===== src/rtl/idu_ir_rename.sv =====
// Rename stage: one-entry decode buffer, 32-entry arch->preg map, ROB/PST create on fire.
// Optional IDU_IR_PERF_EN adds perf_create_cnt/perf_stall_cnt event counters.
module idu_ir_rename #(
  parameter int NUM_GPR = 32,
  parameter int PREG_W  = 6,
  parameter int IID_W   = 4
) (
  input  logic                      clk,
  input  logic                      rst_clk,
  input  logic                      rtu_global_flush,
  input  logic                      y_idu_ir_stall_ctrl,
  input  logic                      idu_idu_ir_vld,
  input  logic [6:0]                idu_idu_ir_opcode,
  input  logic [2:0]                idu_idu_ir_funct3,
  input  logic [63:0]               idu_idu_ir_pc,
  input  logic                      idu_idu_ir_src1_vld,
  input  logic [4:0]                idu_idu_ir_src1,
  input  logic                      idu_idu_ir_src2_vld,
  input  logic [4:0]                idu_idu_ir_src2,
  input  logic                      idu_idu_ir_dst_vld,
  input  logic [4:0]                idu_idu_ir_dst,
  input  logic                      idu_idu_ir_imm_vld,
  input  logic [63:0]               idu_idu_ir_imm,
  input  logic [5:0]                idu_idu_ir_type,
  input  logic [4:0]                idu_idu_ir_pipe,
  input  logic                      idu_idu_ir_ras,
  output logic                      idu_ir_id_stall,
  input  logic                      rtu_idu_is_iid_vld,
  input  logic [IID_W-1:0]          rtu_idu_is_iid,
  input  logic                      rtu_idu_is_preg_vld,
  input  logic [PREG_W-1:0]         rtu_idu_is_preg,
  input  logic [NUM_GPR*PREG_W-1:0] rtu_idu_ir_recover_table,
  output logic                      idu_rtu_rob_create_vld,
  output logic [6:0]                idu_rtu_rob_create_opcode,
  output logic [2:0]                idu_rtu_rob_create_funct3,
  output logic [63:0]               idu_rtu_rob_create_pc,
  output logic [4:0]                idu_rtu_rob_create_src1,
  output logic                      idu_rtu_rob_create_src1_vld,
  output logic [PREG_W-1:0]         idu_rtu_rob_create_psrc1,
  output logic [4:0]                idu_rtu_rob_create_src2,
  output logic                      idu_rtu_rob_create_src2_vld,
  output logic [PREG_W-1:0]         idu_rtu_rob_create_psrc2,
  output logic [4:0]                idu_rtu_rob_create_dst,
  output logic                      idu_rtu_rob_create_dst_vld,
  output logic [PREG_W-1:0]         idu_rtu_rob_create_pdst,
  output logic [63:0]               idu_rtu_rob_create_imm,
  output logic                      idu_rtu_rob_create_imm_vld,
  output logic [5:0]                idu_rtu_rob_create_type,
  output logic [4:0]                idu_rtu_rob_create_pipe,
  output logic                      idu_rtu_rob_create_ras,
  output logic                      idu_rtu_pst_create_vld,
  output logic [PREG_W-1:0]         idu_rtu_pst_create_preg_index,
  output logic [IID_W-1:0]          idu_rtu_pst_create_iid,
  output logic [4:0]                idu_rtu_pst_create_gpr_index,
  output logic [PREG_W-1:0]         idu_rtu_pst_create_gpr_pre_preg_index
`ifdef IDU_IR_PERF_EN
  ,
  output logic [31:0]               perf_create_cnt,
  output logic [31:0]               perf_stall_cnt
`endif
);

  typedef struct packed {
    logic [6:0]  opcode;
    logic [2:0]  funct3;
    logic [63:0] pc;
    logic        src1_vld;
    logic [4:0]  src1;
    logic        src2_vld;
    logic [4:0]  src2;
    logic        dst_vld;
    logic [4:0]  dst;
    logic        imm_vld;
    logic [63:0] imm;
    logic [5:0]  itype;
    logic [4:0]  pipe;
    logic        ras;
  } ir_t;

  ir_t               r_buf;
  logic              r_buf_vld;
  logic [PREG_W-1:0] r_table [NUM_GPR];

  ir_t               w_in;
  logic              w_need_preg;
  logic              w_fire;
  logic              w_accept;
  logic              w_pst_vld;
  logic [PREG_W-1:0] w_psrc1;
  logic [PREG_W-1:0] w_psrc2;
  logic [PREG_W-1:0] w_pre_preg;

  assign w_in = {idu_idu_ir_opcode, idu_idu_ir_funct3, idu_idu_ir_pc,
                 idu_idu_ir_src1_vld, idu_idu_ir_src1, idu_idu_ir_src2_vld, idu_idu_ir_src2,
                 idu_idu_ir_dst_vld, idu_idu_ir_dst, idu_idu_ir_imm_vld, idu_idu_ir_imm,
                 idu_idu_ir_type, idu_idu_ir_pipe, idu_idu_ir_ras};

  // A write to x0 needs no preg and is reported downstream as having no destination.
  assign w_need_preg = r_buf.dst_vld && (r_buf.dst != 5'd0);
  assign w_fire      = r_buf_vld && rtu_idu_is_iid_vld && (!w_need_preg || rtu_idu_is_preg_vld)
                       && !y_idu_ir_stall_ctrl && !rtu_global_flush;
  assign w_accept    = (!r_buf_vld || w_fire) && !rtu_global_flush;
  assign w_pst_vld   = w_fire && w_need_preg;

  assign w_psrc1    = r_buf.src1_vld ? r_table[r_buf.src1] : '0;
  assign w_psrc2    = r_buf.src2_vld ? r_table[r_buf.src2] : '0;
  assign w_pre_preg = r_table[r_buf.dst];

  always_ff @(posedge clk or posedge rst_clk) begin
    if (rst_clk) begin
      r_buf_vld <= 1'b0;
      r_buf     <= '0;
    end else if (rtu_global_flush) begin
      r_buf_vld <= 1'b0;
    end else if (w_accept) begin
      r_buf_vld <= idu_idu_ir_vld;
      r_buf     <= w_in;
    end
  end

  // Entry 0 is pinned to preg 0: reset and recover both force it, and creates never target x0.
  always_ff @(posedge clk or posedge rst_clk) begin
    if (rst_clk) begin
      for (int i = 0; i < NUM_GPR; i++) r_table[i] <= PREG_W'(i);
    end else if (rtu_global_flush) begin
      r_table[0] <= '0;
      for (int i = 1; i < NUM_GPR; i++) r_table[i] <= rtu_idu_ir_recover_table[i*PREG_W +: PREG_W];
    end else if (w_pst_vld) begin
      r_table[r_buf.dst] <= rtu_idu_is_preg;
    end
  end

  assign idu_ir_id_stall = r_buf_vld && !w_fire;

  assign idu_rtu_rob_create_vld      = w_fire;
  assign idu_rtu_rob_create_opcode   = w_fire ? r_buf.opcode : '0;
  assign idu_rtu_rob_create_funct3   = w_fire ? r_buf.funct3 : '0;
  assign idu_rtu_rob_create_pc       = w_fire ? r_buf.pc : '0;
  assign idu_rtu_rob_create_src1     = w_fire ? r_buf.src1 : '0;
  assign idu_rtu_rob_create_src1_vld = w_fire && r_buf.src1_vld;
  assign idu_rtu_rob_create_psrc1    = w_fire ? w_psrc1 : '0;
  assign idu_rtu_rob_create_src2     = w_fire ? r_buf.src2 : '0;
  assign idu_rtu_rob_create_src2_vld = w_fire && r_buf.src2_vld;
  assign idu_rtu_rob_create_psrc2    = w_fire ? w_psrc2 : '0;
  assign idu_rtu_rob_create_dst      = w_fire ? r_buf.dst : '0;
  assign idu_rtu_rob_create_dst_vld  = w_pst_vld;
  assign idu_rtu_rob_create_pdst     = w_pst_vld ? rtu_idu_is_preg : '0;
  assign idu_rtu_rob_create_imm      = w_fire ? r_buf.imm : '0;
  assign idu_rtu_rob_create_imm_vld  = w_fire && r_buf.imm_vld;
  assign idu_rtu_rob_create_type     = w_fire ? r_buf.itype : '0;
  assign idu_rtu_rob_create_pipe     = w_fire ? r_buf.pipe : '0;
  assign idu_rtu_rob_create_ras      = w_fire && r_buf.ras;

  assign idu_rtu_pst_create_vld                = w_pst_vld;
  assign idu_rtu_pst_create_preg_index         = w_pst_vld ? rtu_idu_is_preg : '0;
  assign idu_rtu_pst_create_iid                = w_pst_vld ? rtu_idu_is_iid : '0;
  assign idu_rtu_pst_create_gpr_index          = w_pst_vld ? r_buf.dst : '0;
  assign idu_rtu_pst_create_gpr_pre_preg_index = w_pst_vld ? w_pre_preg : '0;

`ifdef IDU_IR_PERF_EN
  always_ff @(posedge clk or posedge rst_clk) begin
    if (rst_clk) begin
      perf_create_cnt <= '0;
      perf_stall_cnt  <= '0;
    end else begin
      if (w_fire) perf_create_cnt <= perf_create_cnt + 32'd1;
      if (r_buf_vld && !w_fire && !rtu_global_flush) perf_stall_cnt <= perf_stall_cnt + 32'd1;
    end
  end
`endif

endmodule


===== config.mk =====
export PLATFORM = sky130hd
export DESIGN_NAME = idu_ir_rename
export DESIGN_NICKNAME = d
export VERILOG_FILES = /design/src/rtl/idu_ir_rename.sv
export SDC_FILE = /design/constraint.sdc
export NUM_CORES = 1
export LEC_CHECK = 0
export CORE_MARGIN = 10
export CORE_UTILIZATION = 49
export DETAILED_ROUTE_END_ITERATION = 7
export GPL_TIMING_DRIVEN = 0
export HOLD_SLACK_MARGIN = 0.08
export PLACE_DENSITY_LB_ADDON = 0.05
export SETUP_SLACK_MARGIN = 0.5
export SLEW_MARGIN = 10
export SYNTH_ARGS = -nofsm -noshare
export SYNTH_HDL_FRONTEND = slang
export SYNTH_SLANG_ARGS = --single-unit

===== constraint.sdc =====
create_clock -name clk -period 17.9 [get_ports clk]
set_clock_uncertainty 0.05 [all_clocks]
set_input_delay 3.58 -clock clk [delete_from_list [all_inputs] [get_ports clk]]
set_output_delay 3.58 -clock clk [all_outputs]
set_load 0.03 [all_outputs]

==> results of run 1 <==
==> routing by layer <==
layer  GRT usage (%)  routed length [um]  vias up
li1                -                   -     8202
met1            42.0               35500     9738
met2            60.7               47300     1229
met3            10.3                9970      229
met4            15.4                4640        2
met5               0                  13        -
==> layout by cell type, fill, tap and decap left out, drive strengths merged, types with 2 or more instances in the layout <==
master	n
nand3	4
nor3	9
clkinvlp	3
clkbuf	191
o2bb2ai	2
mux4	116
a211oi	14
and3	171
o22ai	6
a22oi	24
inv	10
diode	10
dfstp	80
nand4b	2
nor2b	32
clkdlybuf4s50	582
a22o	12
and2	15
mux2	176
nand2	195
clkinv	5
a21oi	21
buf	59
nor2	31
dfrtp	282
nor4	17
o21ai	193
mux2i	266
a2111oi	6
nand2b	6
==> final cells by class <==
cell class,count,area (um^2),share of cell area [%]
Sequential cell,362,9160,31.1
Multi-Input combinational cell,1326,11400,38.7
Antenna cell,10,25.0,0.0850
Clock inverter,10,111,0.378
Inverter,9,41.3,0.140
Timing Repair Buffer,585,5910,20.1
Clock buffer,63,1250,4.25
Tap cell,585,732,2.49
Buffer,184,803,2.73
==> final timing paths <==
check	slack, ps	from	depth (start not counted)	endpoint
min in group asynchronous	3290	rst_clk	2	r_table[80]$_DFFE_PP0P_
worst min-delay path	430	r_buf[64]$_DFFE_PP0P_	1	r_buf[64]$_DFFE_PP0P_
worst min register to register	430	r_buf[64]$_DFFE_PP0P_	1	r_buf[64]$_DFFE_PP0P_
max in group asynchronous	13120	rst_clk	4	r_table[162]$_DFFE_PP0P_
worst max-delay path	7300	rtu_idu_is_preg_vld	9	idu_rtu_pst_create_gpr_pre_preg_index[1]
worst max register to register	14510	r_buf[77]$_DFFE_PP0P_	6	r_table[51]$_DFFE_PP0P_
==> state kept, by name (all words and copies together), names as in the netlist <==
name / flops
r_buf: 169
r_buf_vld: 1
r_table: 192
==> critical path, cell delays in order <==
cell and delay [ps]:
clkdlybuf4s50_1 460, and2_1 110, clkbuf_1 380, and2_1 200, o31ai_1 230, inv_1 240
o21ai_0 160, a2111oi_0 770, clkdlybuf4s50_1 830
==> power by group <==
group	leakage (nW)	internal [mW]	switching, mW
combinational	6.90	0.320	0.347
clock	0.660	0.498	0.360
sequential	4.20	0.927	0.0830
==> per-stage QoR <==
stage                     instance area [um^2]  setup WS, ps
final                                    29400          7300
after global routing                     29400          7090
after detailed placement                 28000          7380
after CTS                                29400          7340
after global placement                   28000          41.1
after floorplan                          21400          4360
==> kinds of logic (layout without fill, tap and decap cells) <==
family / after synthesis / count (layout) / synth area share [%]
simple gates: 487 / 487 / 11.8
flops: 362 / 362 / 42.8
compound gates: 281 / 281 / 7.57
buf+inv: 193 / 851 / 3.91
mux: 558 / 558 / 33.9
other cells: 0 / 10 / 0
==> results by group, run 1 <==
Timing
  • Unrepaired setup endpoints after global routing: false
  • Final Cycle Share: 59.2%
  • Setup_tns: 0 ps
  • Slew margin rel.: 20.6%
  • Final setup vio count: 0
  • Worst Tran Pin Value: 1190 ps
  • Final Hold Viols: 0
  • Worst hold margin: 426 ps
  • Fin. max-slew vios: 0
  • Fmax: 94.3 MHz
  • Min Tclk post-route: 10600 ps

Finish
  • Final core utilization: 68.2%
  • Fin nets: 2887
  • Post-route insts no fill: 3134
  • Synth-to-layout area growth: 37.6%
  • FILL cells: 3424
  • Layout cell share with drive strength beyond 1: 15.6%

Yosys
  • Cells after Synth: 1881
  • Sequential area share after synthesis: 42.8%
  • Synth Net Count: 2259
  • Mean Syn Cell Area: 11.4 um^2
  • Ys async rst share: 100%
  • Main synth FF type: dfrtp_1
  • Cell taking the most area after synthesis: dfrtp_1
  • Most frequent cell after synthesis: dfrtp_1
  • Top cell type's share of synthesized area: 33.0%
  • Yosys reg bits: 362
  • Largest cells by area after synthesis: dfrtp_1, mux2i_1, mux4_2, dfstp_2, mux2_1
  • Syn. warnings: 0
  • Cell variety after synth: 43
  • Synthesized area: 0.0214 mm^2
  • Commonest cells post-synth: dfrtp_1, mux2i_1, nand2_1, o21ai_0, and3_1
  • Post-synth EDFFs: 0

Hold path
  • HP Class: flop to flop

Global route
  • GRT overflow: 0
  • Largest net degree at the start of global routing: 119
  • First-pass GRT wire length: 139 mm
  • Initial antenna violation count: 12
  • GRT Util Overall: 35.9%
  • Vias in the first global route: 19.8k

Critical path
  • Setup Crit Path Kind: primary input to output pin
  • Crit start category: primary input
  • Maximum fanout along the worst path: 10
  • Critical path arrival: 6970 ps
  • CP Capture Type: output pin
  • Data required, critical path: 14270 ps

Clocking
  • CTS tree: yes
  • Postcts setup bufs: 0
  • CTS Buffer Depth: 3
  • Worst-skew pair later-pin latency: 580 ps
  • CTS resizes: 0
  • CTS Sinks: 362
  • Clock-pin slew on the worst setup and hold paths: 60 ps
  • CTS Root Cell: clkbuf_16
  • CTS buffer count: 41
  • Depth of the CTS H-tree: 2
  • Cts hold-fix bufs: 0

Detailed routing
  • Drt first-iter violations: 2182
  • Via density: 6.19
  • DR DRC count: 0
  • Routed len/inst: 31.1 um
  • Via count: 19.4k
  • First-pass DRT Iterations: 6
  • Final WL: 97.4 mm
  • Post-route ant nets: 0

Floorplan
  • Core area: 0.0432 mm^2
  • Die ar.: 0.0524 mm^2
  • Top-level I/O count: 589
  • Starting Density: 49.6%
  • Row count: 76
  • Vert. Die Dim: 229 um
  • Die X: 229 um

Power
  • Overall power: 2.54 mW
  • Leak: 11.8 nW
  • Worst VDD drop: 0.0804 mV
  • Pwr dens: 86.2 mW/mm^2

Outcome
  • Status: complete, no violations

Job
  • Max Cap Viol: 0

Placed design
  • PortBufs: 582
  • Post-detail-place hpwl: 76.5 mm
  • Placed Cells: 3051
  • Routability Congestion: 1.08
Power figures use the tool's default switching activity.
==> run 2, diff against run 1 <==
CORE_UTILIZATION = 45   (was 49)
clock period = 8.8 ns   (was 17.9 ns; I/O delays follow)
==> run 2 against run 1 <==
Effect of this change:
- final cell count up 0.99%
- hold slack better by 1.7 ps
- non-clock buffer count up 8
- flip-flop and latch count unchanged
- highest routed layer unchanged
==> results by group, run 2 (synthesized netlist as in run 1, its figures left out) <==
Critical path
  • Data required, critical path: 6990 ps
  • Setup Crit Path Kind: primary input to output pin
  • Critical Path Start: rtu_idu_is_preg_vld
  • CP Capture Type: output pin
  • Worst reg2reg setup slack: 5180 ps
  • Critical path arrival: 5460 ps
  • Maximum fanout along the worst path: 10
  • Crit start category: primary input
  • R2R depth: 6
  • RR Startpoint: r_buf[77]$_DFFE_PP0P_
  • Worst R2R End: r_table[51]$_DFFE_PP0P_

Finish
  • Post-route insts no fill: 3165
  • Commonest non-fill, non-tap cell in the layout: clkdlybuf4s50_1
  • Largest registers: r_table x192, r_buf x169, r_buf_vld x1
  • Top reg by flops: r_table
  • Synth-to-layout area growth: 38.5%
  • Layout cell share with drive strength beyond 1: 15.8%
  • FILL cells: 3893
  • Commonest cells after routing, fill and taps aside: clkdlybuf4s50_1, dfrtp_1, mux2i_1, nand2_1, o21ai_0
  • Largest register FFs: 192
  • Fin nets: 2896

Placed design
  • Routability Congestion: 1.02
  • Post-detail-place hpwl: 79.6 mm
  • PortBufs: 582
  • Placed Cells: 3081
  • Pre-CTS setup slack: 1820 ps

Detailed routing
  • Final WL: 99.9 mm
  • Via density: 6.08
  • Post-route ant nets: 0
  • DR DRC count: 0
  • Via count: 19.3k
  • Routed len/inst: 31.6 um
  • First-pass DRT Iterations: 6
  • Drt first-iter violations: 1893

Timing
  • Worst Tran Pin Value: 1390 ps
  • Final setup vio count: 0
  • Worst hold margin: 427 ps
  • Final Hold Viols: 0
  • Final Cycle Share: 82.6%
  • Fmax: 138 MHz
  • Min Tclk post-route: 7270 ps
  • Unrepaired setup endpoints after global routing: false
  • Post-route worst setup slack: 1530 ps
  • Slew margin rel.: 4.68%
  • Fin. max-slew vios: 0

Job
  • Max Cap Viol: 0

Clocking
  • CTS Buffer Depth: 3
  • CTS Sinks: 362
  • CTS buffer count: 42
  • CTS tree: yes
  • Depth of the CTS H-tree: 2
  • Cts hold-fix bufs: 0
  • CTS Root Cell: clkbuf_16
  • Postcts setup bufs: 0
  • Clock-pin slew on the worst setup and hold paths: 60 ps
  • Worst-skew pair later-pin latency: 570 ps
  • CTS resizes: 0

Power
  • Pwr dens: 176 mW/mm^2
  • Leak: 11.9 nW
  • Worst VDD drop: 0.160 mV

Floorplan
  • Vert. Die Dim: 238 um
  • Core area: 0.0468 mm^2
  • Row count: 79
  • Die X: 238 um
  • Die ar.: 0.0567 mm^2
  • Top-level I/O count: 589
  • Starting Density: 45.8%

Hold path
  • WHS Path Cells: 1
  • HP Class: flop to flop
  • Hold EP: r_buf[0]$_DFFE_PP0P_
  • Hold path startpoint: r_buf[0]$_DFFE_PP0P_

Global route
  • Initial antenna violation count: 15
  • First-pass GRT wire length: 142 mm
  • Largest net degree at the start of global routing: 41
  • GRT Util Overall: 34.3%
  • GRT overflow: 0
  • Vias in the first global route: 19.8k

Outcome
  • Status: complete, no violations
run 2: changes by cell type in the layout (fill, tap and decap cells not counted), sizes merged:
cell and change:
buf +8, bufinv +1, clkbuf +7, clkinv -2, clkinvlp -2, diode -2, inv -1
run 2: report_power, final:
part           switching [mW]  internal [mW]
Sequential              0.168           1.89
Combinational           0.717          0.658
Clock                   0.717           1.08
Total                    1.60           3.62
run 2: worst max path at each step:
stage / endpoint / slack (ps) / cells past startpoint
floorplan: r_buf[0]$_DFFE_PP0P_ / 2200 / 1
global placement: r_table[162]$_DFFE_PP0P_ / -350 / 2
detailed placement: idu_rtu_pst_create_gpr_pre_preg_index[1] / 1820 / 9
CTS: idu_rtu_pst_create_gpr_pre_preg_index[1] / 1780 / 9
global route: idu_rtu_pst_create_gpr_pre_preg_index[1] / 1580 / 9
finish: idu_rtu_pst_create_gpr_pre_preg_index[1] / 1530 / 9
run 2: metal layers:
| metal | vias up | track usage, % | wire [um] |
|---|---|---|---|
| met3 | 225 | 9.37 | 9440 |
| met4 | 8 | 15.5 | 4930 |
| met5 | - | 0 | 50 |
| met2 | 1119 | 57.7 | 48500 |
| li1 | 8216 | - | - |
| met1 | 9684 | 40.4 | 37000 |
run 2: cell type report:
| class | instances | area, um^2 | share of cell area (%) |
|---|---|---|---|
| diodes | 8 | 20.0 | 0.0675 |
| plain buffers | 184 | 803 | 2.71 |
| clock buffers | 70 | 1320 | 4.45 |
| clock inverters | 6 | 87.6 | 0.296 |
| inverters | 9 | 37.5 | 0.127 |
| multi-input cells | 1326 | 11400 | 38.5 |
| flip-flops and latches | 362 | 9160 | 30.9 |
| well taps | 607 | 759 | 2.56 |
| repair buffers | 593 | 6050 | 20.4 |
run 2: critical path, cell delays in order:
cell and delay (ps):
clkdlybuf4s50_1 470, and2_1 110, clkbuf_1 370, and2_1 190, o31ai_1 220, inv_1 240, o21ai_0 120, a2111oi_0 1090
clkdlybuf4s50_1 880
run 2: per-stage QoR:
| stage | cell area (um^2) | setup TNS (ps) | total power, mW | util (%) |
|---|---|---|---|---|
| after floorplan | 21400 | 0 | 2.82 | - |
| after global placement | 28000 | -81210 | 3.37 | 59.9 |
| after detailed placement | 28200 | 0 | 3.42 | 60.3 |
| after CTS | 29600 | 0 | 5.20 | 63.3 |
| after global routing | 29600 | 0 | 5.38 | 63.4 |
| final | 29600 | 0 | 5.22 | 63.4 |
==> run 3, diff against run 2 <==
clock period = 5.8 ns   (was 8.8 ns; I/O delays follow)
==> run 3 against run 2 <==
Effect of this change:
- die area is the same
- non-clock buffer count is the same
- critical path type is now flop to output pin
- largest cell class unchanged
- critical path depth shrank 1
- combinational power grew 54%
- flip-flop and latch count is the same
- global-route usage is essentially flat
- sequential share of layout area shrank 0.22 points
- sequential power grew 52%
- largest power group unchanged
- hold slack lost 0.71 ps
- highest routed layer unchanged
- final area grew 0.71%
- clock power grew 52%
==> results by group, run 3 (synthesized netlist as in run 1, its figures left out) <==
Outcome
  • Status: complete, no violations

Detailed routing
  • Post-route ant nets: 0
  • Routed len/inst: 31.7 um
  • DR DRC count: 0
  • First-pass DRT Iterations: 5
  • Final WL: 100 mm
  • Via density: 6.08
  • Drt first-iter violations: 1831
  • Via count: 19.3k

Job
  • Max Cap Viol: 0

Timing
  • Final setup vio count: 0
  • Final Cycle Share: 90.4%
  • Final Hold Viols: 0
  • Fin. max-slew vios: 0
  • Slew margin rel.: 23.0%
  • Worst Tran Pin Value: 1150 ps
  • Fmax: 191 MHz
  • Post-route worst setup slack: 554 ps
  • Unrepaired setup endpoints after global routing: false
  • Min Tclk post-route: 5250 ps
  • Setup_tns: 0 ps

Global route
  • Initial antenna violation count: 14
  • Vias in the first global route: 19.9k
  • GRT overflow: 0
  • GRT Util Overall: 34.3%
  • Largest net degree at the start of global routing: 41
  • First-pass GRT wire length: 142 mm

Floorplan
  • Core area: 0.0468 mm^2
  • Starting Density: 45.8%
  • Die X: 238 um
  • Die ar.: 0.0567 mm^2
  • Vert. Die Dim: 238 um
  • Top-level I/O count: 589
  • Row count: 79

Finish
  • Fin nets: 2896
  • Area of the multi-input gates: 0.0115 mm^2
  • FILL cells: 3893
  • Post-route cell area: 0.0298 mm^2
  • Top reg by flops: r_table
  • Post-route insts no fill: 3165
  • Largest registers: r_table x192, r_buf x169, r_buf_vld x1
  • Largest register FFs: 192
  • Commonest non-fill, non-tap cell in the layout: clkdlybuf4s50_1
  • Layout cell share with drive strength beyond 1: 17.6%
  • Commonest cells after routing, fill and taps aside: clkdlybuf4s50_1, dfrtp_1, mux2i_1, nand2_1, o21ai_0
  • Synth-to-layout area growth: 39.5%
  • FF+latch area: 0.00916 mm^2

Power
  • Pwr dens: 266 mW/mm^2
  • Leak: 12.2 nW
  • Worst VDD drop: 0.243 mV

Critical path
  • Crit start category: flop
  • Setup Crit Path Kind: flop to output pin
  • Maximum fanout along the worst path: 10
  • Critical path arrival: 4040 ps
  • CP Capture Type: output pin
  • Critical Path Start: r_buf[92]$_DFFE_PP0P_
  • Data required, critical path: 4590 ps
  • RR Startpoint: r_buf[77]$_DFFE_PP0P_

Clocking
  • Depth of the CTS H-tree: 2
  • CTS buffer count: 42
  • Clock-pin slew on the worst setup and hold paths: 60 ps
  • CTS Sinks: 362
  • CTS Buffer Depth: 3
  • CTS Root Cell: clkbuf_16
  • CTS tree: yes
  • Worst-skew pair later-pin latency: 570 ps

Hold path
  • HP Class: flop to flop
  • Hold path startpoint: r_buf[0]$_DFFE_PP0P_

Placed design
  • Pre-CTS setup slack: 24.7 ps
  • Dpl cell area: 0.0282 mm^2
  • PortBufs: 582
  • Post-detail-place hpwl: 79.6 mm
  • Placed Cells: 3081
  • Routability Congestion: 1.02
-- run 3: metrics by stage --
step                utilization, %  hold slack, ps  power [mW]
floorplan                        -             399        4.27
global placement              59.9             409        5.12
detailed placement            60.3             416        5.19
CTS                           63.6             428        7.91
global route                  63.8             431        8.19
finish                        63.8             427        7.95
-- run 3: layout make-up --
| cell class | count | share of cell area [%] |
|---|---|---|
| Tap cell | 607 | 2.54 |
| Antenna cell | 8 | 0.0671 |
| Buffer | 184 | 2.91 |
| Multi-Input combinational cell | 1326 | 38.7 |
| Clock buffer | 70 | 4.41 |
| Inverter | 9 | 0.126 |
| Clock inverter | 6 | 0.293 |
| Timing Repair Buffer | 593 | 20.3 |
| Sequential cell | 362 | 30.7 |
-- run 3: worst max-delay path, stage by stage, from the launching register on --
cell             delay (ps)
dfrtp_1                 330
buf_2                   270
buf_2                   350
buf_1                   780
mux2i_1                 220
a22oi_1                 230
a21oi_1                 100
nor4_2                  400
clkdlybuf4s50_1         770
-- run 3: final timing paths --
path,slack [ps],endpoint,depth (start not counted)
setup / recovery,550,idu_rtu_rob_create_psrc1[5],8
hold / removal,430,r_buf[0]$_DFFE_PP0P_,1
setup reg to reg,2320,r_table[51]$_DFFE_PP0P_,6
hold reg to reg,430,r_buf[0]$_DFFE_PP0P_,1
max in group asynchronous,3350,r_table[164]$_DFFE_PP1P_,6
min in group asynchronous,920,r_buf[141]$_DFFE_PP0P_,2
-- run 3: layer usage --
layer | up-vias | share of wire (%) | wire, um | GRT usage (%)
li1 | 8214 | - | - | -
met1 | 9681 | 37 | 36700 | 40.3
met2 | 1120 | 49 | 48800 | 57.9
met3 | 233 | 9.7 | 9770 | 9.68
met4 | 8 | 4.9 | 4890 | 14.9
met5 | - | 0.052 | 52 | 0
-- run 3: power breakdown --
group          total, mW  internal (mW)  switching, mW
sequential          3.12           2.86          0.257
combinational       2.11           1.01           1.11
clock               2.72           1.63           1.09
-- run 3: repair_timing --
| action | 4_1_cts | 5_1_grt |
|---|---|---|
| buffers inserted | 0 | 0 |
| gates cloned | 0 | 0 |
| pin swaps | 0 | 0 |
| endpoints found under the setup margin | 108 | 117 |
| gates resized for setup | 57 | 42 |
| hold buffers | 0 | 0 |
